--- src/rtl/sum_arbiter.sv ---
// Round-robin arbiter sharing one 8-bit summation unit among NREQ requesters:
// grants, streams the winner's operands, waits for done and returns a tagged result.
module sum_arbiter #(
    parameter int NREQ    = 4,
    parameter int TIMEOUT = 16,
    parameter int MAXLEN  = 32
) (
    input  logic                    clk,
    input  logic                    rst,
    input  logic [NREQ-1:0]         req,
    input  logic [NREQ*8-1:0]       req_data,
    output logic [NREQ-1:0]         ack,
    output logic [NREQ-1:0]         gnt,
    output logic [NREQ-1:0]         pop,
    output logic                    go_l,
    output logic [7:0]              inA,
    input  logic                    done,
    input  logic [7:0]              sum,
    output logic                    res_valid,
    output logic [$clog2(NREQ)-1:0] res_id,
    output logic [7:0]              res_sum,
    output logic [1:0]              res_err,
    output logic                    busy
);
    localparam int DATA_W = 8;
    localparam int IDW    = $clog2(NREQ);
    localparam int LENW   = $clog2(MAXLEN + 1);
    localparam int TW     = $clog2(TIMEOUT + 1);
    localparam logic [NREQ-1:0] ONE = NREQ'(1);

    typedef enum logic [2:0] {IDLE, START, STREAM, WAIT, RESP} state_t;

    state_t             state, state_n;
    logic [NREQ-1:0]    gnt_n, pop_n, ack_n;
    logic               go_l_n, res_valid_n, busy_n, trunc, trunc_n;
    logic [DATA_W-1:0]  ina_n, res_sum_n, cur;
    logic [1:0]         res_err_n;
    logic [IDW-1:0]     res_id_n, rr, rr_n, gidx, gidx_n, pick;
    logic [LENW-1:0]    len, len_n;
    logic [TW-1:0]      tcnt, tcnt_n;
    logic [DATA_W-1:0]  opnd [NREQ];

    for (genvar i = 0; i < NREQ; i++) begin : g_opnd
        assign opnd[i] = req_data[i*DATA_W +: DATA_W];
    end

    assign cur = opnd[gidx];

    // first requester at or above the pointer, wrapping at NREQ
    function automatic logic [IDW-1:0] rr_pick(input logic [NREQ-1:0] r,
                                               input logic [IDW-1:0]  p);
        logic [IDW-1:0] sel;
        logic           found;
        int             idx;
        sel   = '0;
        found = 1'b0;
        for (int k = 0; k < NREQ; k++) begin
            idx = (int'(p) + k) % NREQ;
            if (!found && r[idx]) begin
                found = 1'b1;
                sel   = IDW'(idx);
            end
        end
        return sel;
    endfunction

    assign pick = rr_pick(req, rr);

    // pop is issued one cycle ahead of inA: the requester's operand is sampled
    // in the same cycle pop is high, and it advances on the following edge
    always_comb begin
        state_n     = state;
        gnt_n       = gnt;
        pop_n       = '0;
        ack_n       = '0;
        go_l_n      = 1'b1;
        ina_n       = '0;
        res_valid_n = 1'b0;
        res_id_n    = res_id;
        res_sum_n   = res_sum;
        res_err_n   = res_err;
        rr_n        = rr;
        gidx_n      = gidx;
        len_n       = len;
        tcnt_n      = tcnt;
        trunc_n     = trunc;
        case (state)
            IDLE: begin
                if (req != '0) begin
                    gidx_n  = pick;
                    gnt_n   = ONE << pick;
                    pop_n   = (MAXLEN > 1) ? (ONE << pick) : '0;
                    go_l_n  = 1'b0;
                    len_n   = '0;
                    tcnt_n  = '0;
                    trunc_n = 1'b0;
                    state_n = START;
                end
            end
            START, STREAM: begin
                len_n = len + 1'b1;
                if (pop != '0) begin
                    ina_n = cur;
                    if (cur == '0) begin
                        state_n = WAIT;
                    end else begin
                        state_n = STREAM;
                        if (len + 1'b1 < LENW'(MAXLEN - 1))
                            pop_n = gnt;
                    end
                end else begin
                    // length limit hit: unconsumed operand replaced by a terminator
                    ina_n   = '0;
                    trunc_n = (cur != '0);
                    state_n = WAIT;
                end
            end
            WAIT: begin
                tcnt_n = tcnt + 1'b1;
                if (done) begin
                    res_sum_n = sum;
                    res_err_n = trunc ? 2'b01 : 2'b00;
                    state_n   = RESP;
                end else if (tcnt + 1'b1 >= TW'(TIMEOUT)) begin
                    res_sum_n = '0;
                    res_err_n = 2'b10;
                    state_n   = RESP;
                end
                if (state_n == RESP) begin
                    res_valid_n = 1'b1;
                    res_id_n    = gidx;
                    ack_n       = gnt;
                end
            end
            RESP: begin
                gnt_n   = '0;
                rr_n    = (gidx == IDW'(NREQ - 1)) ? '0 : gidx + 1'b1;
                state_n = IDLE;
            end
            default: state_n = IDLE;
        endcase
        busy_n = (state_n != IDLE);
    end

    always_ff @(posedge clk) begin
        if (rst) begin
            state     <= IDLE;
            gnt       <= '0;
            pop       <= '0;
            ack       <= '0;
            go_l      <= 1'b1;
            inA       <= '0;
            res_valid <= 1'b0;
            res_id    <= '0;
            res_sum   <= '0;
            res_err   <= '0;
            busy      <= 1'b0;
            rr        <= '0;
            gidx      <= '0;
            len       <= '0;
            tcnt      <= '0;
            trunc     <= 1'b0;
        end else begin
            state     <= state_n;
            gnt       <= gnt_n;
            pop       <= pop_n;
            ack       <= ack_n;
            go_l      <= go_l_n;
            inA       <= ina_n;
            res_valid <= res_valid_n;
            res_id    <= res_id_n;
            res_sum   <= res_sum_n;
            res_err   <= res_err_n;
            busy      <= busy_n;
            rr        <= rr_n;
            gidx      <= gidx_n;
            len       <= len_n;
            tcnt      <= tcnt_n;
            trunc     <= trunc_n;
        end
    end

endmodule
--- config.mk ---
export PLATFORM = sky130hd
export DESIGN_NAME = sum_arbiter
export DESIGN_NICKNAME = d
export VERILOG_FILES = /design/src/rtl/sum_arbiter.sv
export SDC_FILE = /design/constraint.sdc
export NUM_CORES = 1
export LEC_CHECK = 0
export CORE_ASPECT_RATIO = 0.75
export CORE_UTILIZATION = 40
export CTS_BUF_LIST = sky130_fd_sc_hd__clkbuf_8 sky130_fd_sc_hd__clkbuf_16
export DETAILED_ROUTE_END_ITERATION = 8
export PLACE_DENSITY = 0.75
export SYNTH_ARGS = -nofsm -noshare
export SYNTH_HDL_FRONTEND = slang
export SYNTH_SLANG_ARGS = --single-unit
--- constraint.sdc ---
create_clock -name clk -period 2.3 [get_ports clk]
set_clock_uncertainty 0.15 [all_clocks]
set_input_delay 0.23 -clock clk [delete_from_list [all_inputs] [get_ports clk]]
set_output_delay 0.23 -clock clk [all_outputs]
set_load 0.02 [all_outputs]
# Yosys cells after proc, flatten, opt, wreduce, memory -nomap -nowiden
# Cells that the tools add are included.
word_totals:
  reg_bits: 54
  latchBits: 0
  mem_bits_rw: 0
  rom_bits: 0
  input_bits: 47
  out_inout_bits: 35
  wordCells: 128
  memories: 0
classes:
  add_sub_neg: 6
  mul: 0
  div: 0
  order_cmp: 7
  n_eq_ne: 8
  shift: 1
  mux: 50
  bitwise: 9
  reduce_logical: 31
op_table:
  columns: ["cell", "n"]
  rows:
  - ["$mux W8", 4]
  - ["$mux W4", 5]
  - ["$bmux W8 S2", 1]
  - ["$mux W1", 16]
  - ["$pmux W4 S2", 2]
  - ["$mux W3", 5]
  - ["$mux W2", 7]
  - ["$lt A3 B4 Y1 const B", 3]
  - ["$pmux W6 S2", 1]
  - ["$reduce_and A2 Y1", 6]
  - ["$reduce_or A2 Y1", 6]
  - ["$pmux W5 S2", 1]
  - ["$pmux W3 S3", 1]
  - ["$bmux W1 S2", 4]
  - ["$logic_not A8 Y1", 1]
  - ["$reduce_bool A2 Y1", 4]
  - ["$reduce_bool A4 Y1", 2]
  - ["$reduce_bool A8 Y1", 1]
  - ["$add A6 B1 Y6 const B", 1]
  - ["$eq A3 B2 Y1 const B", 2]
  - ["$eq A3 B3 Y1 const B", 2]
  - ["$lt A6 B5 Y1 const B", 1]
  - ["$mux W6", 1]
  - ["$reduce_or A3 Y1", 2]
  - ["20 further kinds", 33]

# Depth between registers and ports, before layout
depth:
  ltp_word: 17
  depth_mapped: 7
  depth_no_buf: 6

# Worst setup path before layout
# Ideal clock, no wire load.
synth_timing:
  kind: "register to register"
  startpoint: "reg gidx[0]"
  endpoint: "reg pop[2]"
  setup_ps: 123
  arrival_time_ps: 1909
  t_required_ps: 2027
  slack_ps: 118
  path_stages_with_launch: 7
  n_path_buf: 1
  period_less_slack_ps: 2182
  path_cell_list: "dfxtp_1 buf_6 mux4_2 or4_4 nor2_4 nor4_2 o2bb2ai_1"
synth_between:
  elab_chain_len: 8
synth_rtl:
  columns: ["element", "line_no", "source"]
  rows:
  - ["start: declaration", "38", "logic [IDW-1:0] res_id_n, rr, rr_n, gidx, gidx_n, pick;"]
  - ["start signal: assignment", "176", "gidx <= gidx_n;"]
  - ["$not A2 Y3 (implied by the code)", "47", "assign cur = opnd[gidx];"]
  - ["$bmux W8 S2", "47", null]
  - ["$mux W8 (implied by the code) (2 in series)", "47", null]
  - ["$logic_not A8 Y1", "104", "if (cur == '0) begin"]
  - ["$mux W4", "104", null]
  - ["$mux W4", "102", "if (pop != '0) begin"]
  - ["$pmux W4 S2", "87", "case (state)"]
  - ["end signal: assignment", "166", "pop <= pop_n;"]
  - ["end: declaration", "14", "output logic [NREQ-1:0] pop,"]
# No other way between the ends. The select of a mux whose other input is x is not followed.
# A chain may end at the register's enable or synchronous reset.

# Worst setup path after layout
layout_timing:
  startpoint: "reg gidx[0]"
  endpoint: "reg pop[1]"
# Same word-level chain as after synthesis.

==> results.sh <==
export IMPL_synthTopCellsByArea="dfxtp_1, mux4_2, nor2_1"
export IMPL_critPathRequiredTime_ns=2.34
export IMPL_place_worst_setup_slack_ns=-0.0644
export IMPL_synth_avg_cell_area_um2=9.44
export IMPL_antenna_found_initial=0
export IMPL_cp_start_kind="flip-flop"
export IMPL_ioPinCount=82
export IMPL_die_area_mm2=0.00619
export IMPL_grt_max_degree=37
export IMPL_grt_overflow_total=0
export IMPL_syn_area_mm2=0.00235
export IMPL_worstSkewPairLatency_ns=0.30
export IMPL_period_share_pct=96.5
export IMPL_nets=393
export IMPL_grt_pass1_wl_um=9450
export IMPL_root_buffer="clkbuf_8"
export IMPL_dp_cells=409
export IMPL_antennaDiodeCount=0
export IMPL_cap_violations=0
export IMPL_rows=23
export IMPL_p_leak_nw=1.27
export IMPL_min_path_cells=2
export IMPL_ant_nets=0
export IMPL_drt_wl_total_um=6060
export IMPL_numPortBuffers=81
export IMPL_yosysTopAreaCell="dfxtp_1"
export IMPL_cts_path_max_buffers=2
export IMPL_synth_seq_area_share_pct=46.0
export IMPL_r2r_setup_slack_ns=0.08
export IMPL_critPathKind="reg -> reg"
export IMPL_holdBufCountCts=0
export IMPL_r2r_end="pop[1]"
export IMPL_hold_end="res_id[1]"
export IMPL_die_w_um=90.5
export IMPL_crit_path_end_kind="flip-flop"
export IMPL_wl_per_cell_um=14.5
export IMPL_hold_path_class="reg -> reg"
export IMPL_clkTransAtPathRegs_ns=0.09
export IMPL_slew_headroom_pct=73.1
export IMPL_r2r_cells=6
export IMPL_cts_buffers=5
export IMPL_core_area_mm2=0.00550
export IMPL_drive_gt1_share_pct=11.7
export IMPL_cp_max_fo=11
export IMPL_fin_ws_ns=0.0796
export IMPL_htreeDepth=2
export IMPL_cts_sinks=54
export IMPL_tightest_slew_ns=0.401
export IMPL_start_util_pct=42.8
export IMPL_vias=2182
export IMPL_worstPathArrival_ns=2.26
export IMPL_status="complete, no violations"
export IMPL_fillers=468
export IMPL_syn_num_nets=300
export IMPL_synth_top_cell_area_share_pct=46.0
export IMPL_synth_seq_cells=54
export IMPL_setup_viol=0
export IMPL_ir_drop_v=0.000370
export IMPL_p_per_area_mw_per_mm2=666
export IMPL_vias_per_cell=5.22
export IMPL_min_from="res_id[1]"
export IMPL_dr_pass1_iters=4
export IMPL_grt_pass1_vias=2008
export IMPL_regToRegStartpoint="gidx[0]"
export IMPL_syn_inst=249
export IMPL_slew_violations=0
export IMPL_synth_edf_count=0
export IMPL_die_h_um=68.4
export IMPL_dp_hpwl_um=4680
export IMPL_grt_usage_pct=19.5
export IMPL_final_cells=418
export IMPL_synth_async_reset_ratio_pct=0
export IMPL_gp_congestion=0.827
export IMPL_yosys_warnings=0
export IMPL_clock_fmax_mhz=450
export IMPL_ys_types=41
export IMPL_cts_tree="yes"
export IMPL_period_needed_ns=2.22
export IMPL_drt_iter0_markers=172
export IMPL_synth_top_flop_cell="dfxtp_1"
export IMPL_rsz0062_at_grt="false"
export IMPL_hold_violations=0
export IMPL_drc=0
export IMPL_area_growth_pct=46.7
## area by class of cell
| type | instances | area (µm²) | area share, % |
|---|---|---|---|
| multi-input cells | 176 | 1190 | 34.5 |
| flip-flops and latches | 54 | 1080 | 31.4 |
| well taps | 75 | 93.8 | 2.72 |
| clock inverters | 3 | 40.0 | 1.16 |
| repair buffers | 97 | 943 | 27.3 |
| clock buffers | 5 | 68.8 | 1.99 |
| inverters | 8 | 30.0 | 0.871 |
## sequential cells by signal, indices dropped and copies added (netlist names)
signal     cells
res_sum        8
go_l           1
busy           1
rr             2
res_id         2
gnt            4
pop            4
len            6
ack            4
inA            8
trunc          1
res_valid      1
gidx           2
res_err        2
state          3
tcnt           5
## timing repair
| action | in CTS | in global routing |
|---|---|---|
| gates resized for setup | 0 | 1 |
| endpoints found under the setup margin | 0 | 4 |
| setup buffers | 0 | 1 |
## layout by cell type (no fill, tap or decap), types with 2 or more instances in the layout
| master | instances |
|---|---|
| a22oi_1 | 10 |
| a211oi_1 | 3 |
| xnor2_1 | 2 |
| and2_1 | 8 |
| or4_4 | 2 |
| o21ai_1 | 5 |
| clkbuf_8 | 5 |
| or4_1 | 2 |
| buf_4 | 15 |
| nor3_1 | 4 |
| nand2b_1 | 4 |
| o2bb2ai_1 | 4 |
| mux2i_1 | 2 |
| dfxtp_1 | 53 |
| nand3_1 | 14 |
| nor2b_1 | 9 |
| nand2_1 | 14 |
| a211o_1 | 2 |
| a21oi_1 | 22 |
| nand3b_1 | 3 |
| clkdlybuf4s50_1 | 81 |
| inv_1 | 7 |
| clkinv_2 | 2 |
| and3_1 | 2 |
| a221oi_1 | 2 |
| nor2_1 | 31 |
| mux4_2 | 8 |
| ha_1 | 4 |
| o221ai_1 | 2 |
| or3_1 | 5 |
## per-stage QoR
stage	utilization, %	area, µm²	setup TNS, ns	power, mW	hold WS (ns)
6_report	62.8	3450	0	2.30	0.359
5_1_grt	62.8	3450	0	2.42	0.387
4_1_cts	62.6	3440	0	2.31	0.360
3_5_place_dp	60.6	3330	-0.229	1.69	0.342
3_3_place_gp	60.6	3330	-0.0310	1.68	0.326
2_1_floorplan	-	2350	0	1.42	0.228
## worst max-delay path: stages (launching register included)
cell and delay [ns]:
dfxtp_2 0.35, buf_12 0.14, mux4_2 0.51, or4_4 0.56
nor2_4 0.17, nor4_2 0.09, o2bb2ai_1 0.15
## cells in the mapped netlist (2+ instances only)
master and number:
mux2i_1 2, o221ai_1 2, and2_1 8, nor2b_1 9
nor3_1 4, a211oi_1 3, or4_4 2, nor2_1 31
o21ai_1 5, nand2b_1 4, a221oi_1 2, inv_1 7
a21oi_1 22, dfxtp_1 54, nand2_1 14, nand3_1 14
o2bb2ai_1 4, and3_1 2, nand3b_1 3, ha_1 4
or3_1 5, mux4_2 8, or4_1 2, clkbuf_1 10
xnor2_1 2, a22oi_1 10, a211o_1 2
## where the power goes
group | internal, mW | switching, mW
Clock | 0.321 | 0.302
Sequential | 0.999 | 0.0584
Combinational | 0.312 | 0.306
Total | 1.63 | 0.667
## logic make-up (layout without fill, tap and decap cells)
logic type,after synthesis,after routing,synth area share (%)
mux,10,10,8.52
xor+xnor,3,3,1.12
flops,54,54,46.0
fa+ha+maj,4,4,2.13
compound gates,57,57,16.2
simple gates,102,102,22.7
buf+inv,19,113,3.35
## worst max path at each step
stage                       from     end  slack [ns]  depth (start not counted)
floorplan                gidx[0]  pop[2]        0.12                          6
global placement    req_data[29]  pop[3]       -0.01                          6
detailed placement  req_data[21]  pop[1]       -0.06                          6
CTS                      gidx[0]  pop[1]        0.03                          6
global route             gidx[0]  pop[1]       0.005                          6
finish                   gidx[0]  pop[1]        0.08                          6
## layer usage
metal	vias to the layer above	share of wire (%)	GRT usage [%]
met4	0	0.33	3.02
li1	1082	-	-
met2	71	46	31.6
met1	1027	47	26.5
met5	-	0	0
met3	2	7.2	5.33
No activity file was read; power rests on OpenSTA's default activity.
